$ cat src/rtl/ppi_bus_sequencer_if.sv
// Host request/response and PPI bus signals for ppi_bus_sequencer.
// Define PPI_BSR_EN to add the port C bit set/reset request channel.
interface ppi_bus_sequencer_if;
  logic       req_valid;
  logic       req_ready;
  logic       req_wr;
  logic [1:0] req_addr;
  logic [7:0] req_wdata;
  logic       rsp_valid;
  logic [7:0] rsp_rdata;
  logic       init_done;
  logic       busy;
  logic       CS_n;
  logic       RD_n;
  logic       WR_n;
  logic [1:0] A;
  logic [7:0] D_out;
  logic       D_oe;
  logic [7:0] D_in;
`ifdef PPI_BSR_EN
  logic       bsr_valid;
  logic       bsr_ready;
  logic [2:0] bsr_bit;
  logic       bsr_set;

  modport master (
    output req_valid, req_wr, req_addr, req_wdata, D_in, bsr_valid, bsr_bit, bsr_set,
    input  req_ready, rsp_valid, rsp_rdata, init_done, busy,
           CS_n, RD_n, WR_n, A, D_out, D_oe, bsr_ready
  );
  modport slave (
    input  req_valid, req_wr, req_addr, req_wdata, D_in, bsr_valid, bsr_bit, bsr_set,
    output req_ready, rsp_valid, rsp_rdata, init_done, busy,
           CS_n, RD_n, WR_n, A, D_out, D_oe, bsr_ready
  );
`else
  modport master (
    output req_valid, req_wr, req_addr, req_wdata, D_in,
    input  req_ready, rsp_valid, rsp_rdata, init_done, busy,
           CS_n, RD_n, WR_n, A, D_out, D_oe
  );
  modport slave (
    input  req_valid, req_wr, req_addr, req_wdata, D_in,
    output req_ready, rsp_valid, rsp_rdata, init_done, busy,
           CS_n, RD_n, WR_n, A, D_out, D_oe
  );
`endif
endinterface

$ cat src/rtl/ppi_bus_sequencer.sv
// Host-side bus-cycle controller for an 8255-style PPI: init write, then timed read/write cycles.
// Optional PPI_BSR_EN adds a port C bit set/reset request channel with priority over host requests.
module ppi_bus_sequencer #(
  parameter int         SETUP_CYC      = 1,
  parameter int         STROBE_CYC     = 2,
  parameter int         HOLD_CYC       = 1,
  parameter logic [7:0] INIT_CTRL_WORD = 8'h80
) (
  input logic            clk,
  input logic            Reset,
  ppi_bus_sequencer_if.slave bus
);

  typedef enum logic [2:0] {
    ST_INIT   = 3'd0,
    ST_IDLE   = 3'd1,
    ST_SETUP  = 3'd2,
    ST_STROBE = 3'd3,
    ST_HOLD   = 3'd4
  } state_t;

  localparam logic [3:0] SETUP_LD  = 4'(SETUP_CYC - 1);
  localparam logic [3:0] STROBE_LD = 4'(STROBE_CYC - 1);
  localparam logic [3:0] HOLD_LD   = 4'(HOLD_CYC - 1);

  state_t     state_q, state_d;
  logic [3:0] cnt_q, cnt_d;
  logic       txn_wr_q, txn_wr_d;
  logic [1:0] txn_addr_q, txn_addr_d;
  logic [7:0] txn_data_q, txn_data_d;
  logic       cs_n_q, cs_n_d;
  logic       rd_n_q, rd_n_d;
  logic       wr_n_q, wr_n_d;
  logic       d_oe_q, d_oe_d;
  logic       rsp_valid_q, rsp_valid_d;
  logic [7:0] rsp_rdata_q, rsp_rdata_d;
  logic       init_done_q, init_done_d;
  logic       idle_ready;
  logic       cyc_active;

  assign idle_ready = (state_q == ST_IDLE) && init_done_q;

`ifdef PPI_BSR_EN
  assign bus.bsr_ready = idle_ready;
  assign bus.req_ready = idle_ready && !bus.bsr_valid;
`else
  assign bus.req_ready = idle_ready;
`endif

  always_comb begin
    state_d     = state_q;
    cnt_d       = (cnt_q != 4'd0) ? cnt_q - 4'd1 : cnt_q;
    txn_wr_d    = txn_wr_q;
    txn_addr_d  = txn_addr_q;
    txn_data_d  = txn_data_q;
    rsp_valid_d = 1'b0;
    rsp_rdata_d = rsp_rdata_q;
    init_done_d = init_done_q;

    case (state_q)
      ST_INIT: begin
        txn_wr_d   = 1'b1;
        txn_addr_d = 2'b11;
        txn_data_d = INIT_CTRL_WORD;
        state_d    = ST_SETUP;
        cnt_d      = SETUP_LD;
      end
      ST_IDLE: begin
`ifdef PPI_BSR_EN
        if (bus.bsr_valid && idle_ready) begin
          txn_wr_d   = 1'b1;
          txn_addr_d = 2'b11;
          txn_data_d = {1'b0, 3'b000, bus.bsr_bit, bus.bsr_set};
          state_d    = ST_SETUP;
          cnt_d      = SETUP_LD;
        end else
`endif
        if (bus.req_valid && bus.req_ready) begin
          txn_wr_d   = bus.req_wr;
          txn_addr_d = bus.req_addr;
          txn_data_d = bus.req_wdata;
          state_d    = ST_SETUP;
          cnt_d      = SETUP_LD;
        end
      end
      ST_SETUP: begin
        if (cnt_q == 4'd0) begin
          state_d = ST_STROBE;
          cnt_d   = STROBE_LD;
        end
      end
      ST_STROBE: begin
        if (cnt_q == 4'd0) begin
          // Read data is captured on the edge that ends the strobe.
          if (!txn_wr_q) rsp_rdata_d = bus.D_in;
          state_d = ST_HOLD;
          cnt_d   = HOLD_LD;
        end
      end
      ST_HOLD: begin
        if (cnt_q == 4'd0) begin
          state_d     = ST_IDLE;
          rsp_valid_d = !txn_wr_q;
          init_done_d = 1'b1;
        end
      end
      default: state_d = ST_INIT;
    endcase

    // Bus outputs are registered from the next state so they change cleanly on the edge.
    cyc_active = (state_d == ST_SETUP) || (state_d == ST_STROBE) || (state_d == ST_HOLD);
    cs_n_d     = !cyc_active;
    rd_n_d     = !((state_d == ST_STROBE) && !txn_wr_d);
    wr_n_d     = !((state_d == ST_STROBE) && txn_wr_d);
    d_oe_d     = cyc_active && txn_wr_d;
  end

  always_ff @(posedge clk) begin
    if (Reset) begin
      state_q     <= ST_INIT;
      cnt_q       <= 4'd0;
      txn_wr_q    <= 1'b0;
      txn_addr_q  <= 2'b00;
      txn_data_q  <= 8'h00;
      cs_n_q      <= 1'b1;
      rd_n_q      <= 1'b1;
      wr_n_q      <= 1'b1;
      d_oe_q      <= 1'b0;
      rsp_valid_q <= 1'b0;
      rsp_rdata_q <= 8'h00;
      init_done_q <= 1'b0;
    end else begin
      state_q     <= state_d;
      cnt_q       <= cnt_d;
      txn_wr_q    <= txn_wr_d;
      txn_addr_q  <= txn_addr_d;
      txn_data_q  <= txn_data_d;
      cs_n_q      <= cs_n_d;
      rd_n_q      <= rd_n_d;
      wr_n_q      <= wr_n_d;
      d_oe_q      <= d_oe_d;
      rsp_valid_q <= rsp_valid_d;
      rsp_rdata_q <= rsp_rdata_d;
      init_done_q <= init_done_d;
    end
  end

  assign bus.CS_n      = cs_n_q;
  assign bus.RD_n      = rd_n_q;
  assign bus.WR_n      = wr_n_q;
  assign bus.A         = txn_addr_q;
  assign bus.D_out     = txn_data_q;
  assign bus.D_oe      = d_oe_q;
  assign bus.rsp_valid = rsp_valid_q;
  assign bus.rsp_rdata = rsp_rdata_q;
  assign bus.init_done = init_done_q;
  assign bus.busy      = (state_q != ST_IDLE);

endmodule

$ cat src/flat_wrapper.sv
// flat-port wrapper written by rule: the top's interface ports become plain ports
module ppi_bus_sequencer_flat 
#(
  parameter int         SETUP_CYC      = 1,
  parameter int         STROBE_CYC     = 2,
  parameter int         HOLD_CYC       = 1,
  parameter logic [7:0] INIT_CTRL_WORD = 8'h80
)
  (clk, Reset, bus_req_valid, bus_req_wr, bus_req_addr, bus_req_wdata, bus_D_in, bus_req_ready, bus_rsp_valid, bus_rsp_rdata, bus_init_done, bus_busy, bus_CS_n, bus_RD_n, bus_WR_n, bus_A, bus_D_out, bus_D_oe);
  ppi_bus_sequencer_if bus_i ();
  input logic clk;
  input logic Reset;
  input wire logic [$bits(bus_i.req_valid)-1:0] bus_req_valid;
  input wire logic [$bits(bus_i.req_wr)-1:0] bus_req_wr;
  input wire logic [$bits(bus_i.req_addr)-1:0] bus_req_addr;
  input wire logic [$bits(bus_i.req_wdata)-1:0] bus_req_wdata;
  input wire logic [$bits(bus_i.D_in)-1:0] bus_D_in;
  output wire logic [$bits(bus_i.req_ready)-1:0] bus_req_ready;
  output wire logic [$bits(bus_i.rsp_valid)-1:0] bus_rsp_valid;
  output wire logic [$bits(bus_i.rsp_rdata)-1:0] bus_rsp_rdata;
  output wire logic [$bits(bus_i.init_done)-1:0] bus_init_done;
  output wire logic [$bits(bus_i.busy)-1:0] bus_busy;
  output wire logic [$bits(bus_i.CS_n)-1:0] bus_CS_n;
  output wire logic [$bits(bus_i.RD_n)-1:0] bus_RD_n;
  output wire logic [$bits(bus_i.WR_n)-1:0] bus_WR_n;
  output wire logic [$bits(bus_i.A)-1:0] bus_A;
  output wire logic [$bits(bus_i.D_out)-1:0] bus_D_out;
  output wire logic [$bits(bus_i.D_oe)-1:0] bus_D_oe;
  assign bus_i.req_valid = bus_req_valid;
  assign bus_i.req_wr = bus_req_wr;
  assign bus_i.req_addr = bus_req_addr;
  assign bus_i.req_wdata = bus_req_wdata;
  assign bus_i.D_in = bus_D_in;
  assign bus_req_ready = bus_i.req_ready;
  assign bus_rsp_valid = bus_i.rsp_valid;
  assign bus_rsp_rdata = bus_i.rsp_rdata;
  assign bus_init_done = bus_i.init_done;
  assign bus_busy = bus_i.busy;
  assign bus_CS_n = bus_i.CS_n;
  assign bus_RD_n = bus_i.RD_n;
  assign bus_WR_n = bus_i.WR_n;
  assign bus_A = bus_i.A;
  assign bus_D_out = bus_i.D_out;
  assign bus_D_oe = bus_i.D_oe;
  ppi_bus_sequencer #(.SETUP_CYC(SETUP_CYC), .STROBE_CYC(STROBE_CYC), .HOLD_CYC(HOLD_CYC), .INIT_CTRL_WORD(INIT_CTRL_WORD)) u_core (.clk(clk), .Reset(Reset), .bus(bus_i));
endmodule
$ cat config.mk
export PLATFORM = sky130hd
export DESIGN_NAME = ppi_bus_sequencer_flat
export DESIGN_NICKNAME = d
export VERILOG_FILES = /design/src/rtl/ppi_bus_sequencer_if.sv /design/src/rtl/ppi_bus_sequencer.sv /design/src/flat_wrapper.sv
export SDC_FILE = /design/constraint.sdc
export NUM_CORES = 1
export LEC_CHECK = 0
export ABC_AREA = 1
export CORE_MARGIN = 5
export CORE_UTILIZATION = 38
export DETAILED_ROUTE_END_ITERATION = 8
export PLACE_DENSITY = 0.7
export SLEW_MARGIN = 20
export SYNTH_ARGS = -nofsm -noshare
export SYNTH_HDL_FRONTEND = slang
export SYNTH_SLANG_ARGS = --single-unit
$ cat constraint.sdc
create_clock -name clk -period 1.4 [get_ports clk]
set_clock_uncertainty 0.2 [all_clocks]
set_input_delay 0.21 -clock clk [delete_from_list [all_inputs] [get_ports clk]]
set_output_delay 0.21 -clock clk [all_outputs]
set_load 0.01 [all_outputs]
==> flow_summary.yaml <==
status:
  outcome: "finished with violations"
  violations: "setup timing"
routing:
  route.detailed.drc: 0
  dr.pass1.iters: 5
  wl_mm: 4.038
  wl_per_cell_um: 13.24
  first_iter_violations: 35
  via_per_inst: 4.793
  vias: 1462
  ant_nets: 0
critical_path:
  cp_cell_sequence: "inv_2, nand2_2, nor2_4, inv_2, nor2_2, buf_2"
  path_common_cell: "inv_2"
  critPathSlowestCell: "dfxtp_2"
  start_kind: "flop"
  slowest_delay_ns: 0.33
  crit_required_ns: 0.99
  r2r_setup_slack_ns: -0.11
  critical_path_class: "flop to output port"
  timing.critical_path.fanout_max: 3
  cp-end-kind: "output port"
  critPathArrivalTime_ns: 1.13
timing:
  setup_violations: 23
  worstMarginPinSlew_ns: 0.2614
  period_share_pct: 110.3
  finalCriticalPeriod_ns: 1.544
  rsz0062_at_grt: "yes"
  hold_viol: 0
  slew_violations: 0
  max_freq_ghz: 0.6476
  layout_setup_ws_ns: -0.1443
  relSlewSlack_pct: 82.45
clock_network:
  cts_hold_buf: 0
  clkTransAtPathRegs_ns: 0.10
  htree_levels: 2
  clockBufferDepth: 2
  cts_root_buf: "clkbuf_4"
  cts_sinks: 32
  cts_made_buffers: 5
  cts_tree: "yes"
  clkLatencyLatePin_ns: 0.33
placement:
  place_inst: 290
  port_buffers: 47
  gp_congestion: 0.8247
  place_ws_ns: -0.2138
  dpl.hpwl_mm: 2.608
power_and_ir_drop:
  p_leak_uw: 0.001043
  powerDensity_mw_per_mm2: 2014
  vdd_drop_max_mv: 1.315
global_route:
  gr-total-overflow: 0
  antenna_found_initial: 0
  grt_usage_pct: 16.20
  grt_pass1_vias: 1379
  grt_pass1_wl_mm: 6.237
  grt_max_degree: 13
synth:
  async_reset_ff_share_pct: 0
  synth.most_common_cell: "dfxtp_1"
  yosys.area.top_type: "dfxtp_1"
  synth_fp_nets: 198
  ys_seq_area_share_pct: 47.50
  synth_edf_count: 0
  ys_ff_latch: 32
  synth_cell_types: 28
  yosys_warnings: 0
  syn_area_per_cell_um2: 7.796
  ys.flop_type: "dfxtp_1"
  synth_top_area_share_pct: 47.50
  synthTopCellsByCount: "32 x dfxtp_1, 25 x nor2_1, 21 x a21oi_1, 21 x inv_1, 18 x nand2_1"
  ys_top_cells_by_area: "dfxtp_1 47%, a21oi_1 7.8%, nor2_1 7.0%"
  syn_inst: 173
  synth_area_mm2: 0.001349
layout:
  fin_cells: 305
  utilization_pct: 71.61
  final_nets: 283
  antenna_cells: 0
  syn2layout_area_growth_pct: 79.96
  post_route_cells_drive_above_1_share_pct: 40.93
die:
  die-area_mm2: 0.004841
  coreArea_mm2: 0.003390
  boundaryPins: 48
  std_cell_rows: 21
  initial_core_util_pct: 39.79
  die_x_um: 69.58
  fp.dieH_um: 69.58
hold_path:
  hp-class: "flop to flop"
run:
  maxCapViolations: 0
==> metrics by stage <==
| stage | cell area (um^2) | setup TNS, ns | hold slack, ns | power, uW |
|---|---|---|---|---|
| final | 2427 | -1.697 | 0.2420 | 4888 |
| after global routing | 2427 | -4.225 | 0.2616 | 5247 |
| after CTS | 2223 | -1.319 | 0.2465 | 4332 |
| after detailed placement | 2083 | -3.911 | 0.2329 | 3653 |
| after global placement | 2083 | -3.567 | 0.2301 | 3632 |
| after floorplan | 1369 | -0.04240 | 0.1492 | 2573 |
==> cell usage in the layout (no fill, tap or decap), types with 3 or more instances in the layout <==
master | Yosys | final
inv_2 | 4 | 7
nor2_2 | 1 | 3
nand2_1 | 18 | 11
o21ai_2 | 0 | 8
inv_1 | 21 | 16
nor2_1 | 25 | 18
o21ai_0 | 13 | 3
nor2_4 | 1 | 6
dfxtp_2 | 0 | 5
clkdlybuf4s15_1 | 0 | 8
o21ai_1 | 7 | 9
clkdlybuf4s50_1 | 0 | 21
nand3_1 | 4 | 3
nand2_2 | 2 | 7
buf_4 | 2 | 29
clkbuf_4 | 0 | 5
buf_6 | 1 | 7
dfxtp_1 | 32 | 26
dlygate4sd2_1 | 0 | 15
a21oi_2 | 1 | 10
a21oi_1 | 21 | 12
==> cells by family (layout without fill, tap and decap cells) <==
kind of cell / Yosys count / in the layout / synth area share [%]
and+or+nand+nor: 62 / 63 / 22.45
DFF: 32 / 32 / 47.50
AOI/OAI and AO/OA: 44 / 44 / 16.79
xor gates and xnor gates: 1 / 1 / 0.6495
adders and majority gates: 3 / 3 / 2.783
buffers and inverters: 31 / 116 / 9.832
==> layer usage <==
metal | up-vias | part of all wire (%) | global-route usage [%]
li1 | 737 | - | -
met1 | 669 | 42 | 17.18
met2 | 47 | 50 | 29.66
met3 | 9 | 6.7 | 6.087
met4 | 0 | 1.4 | 4.555
met5 | - | 0 | 0
==> sequential cells by signal, summed over array words and instances (netlist names), 2 cells and up <==
name,flops
u_core.cnt_q,4
u_core.bus.A,2
u_core.state_q,3
u_core.bus.rsp_rdata,8
u_core.bus.D_out,8
==> critical path, delay by kind of cell, from the launching register on <==
family        cells  cell delay (ns)
simple gates      3             0.22
flops             1             0.33
buf+inv           3             0.24
==> worst paths after layout <==
path | startpoint | endpoint | cells past startpoint
worst max-delay path | u_core.state_q[1] | bus_req_ready | 6
worst min-delay path | u_core.bus.rsp_rdata[3] | u_core.bus.rsp_rdata[3] | 2
worst max register to register | u_core.state_q[0] | u_core.bus.rsp_rdata[1] | 6
worst min register to register | u_core.bus.rsp_rdata[3] | u_core.bus.rsp_rdata[3] | 2
==> repair_timing <==
action | CTS | global route
buffers inserted | 3 | 3
pin swaps | 6 | 14
gates resized for setup | 71 | 51
gates cloned | 1 | 0
setup endpoints to repair | 54 | 41
==> where the power goes <==
part	switching [uW]	internal (uW)
combinational	1580	1410
sequential	145	1180
clock	323	246
total	2050	2840
==> cell type report <==
type	instances	area [um^2]
timing repair buffer	83	748.2
tap	46	57.56
sequential	32	650.6
fill	271	962.2
inverter	25	108.9
multi-input combinational	111	799.5
clock inverter	1	7.507
clock buffer	7	55.05
Note: power is estimated with default switching activity, not from simulation.
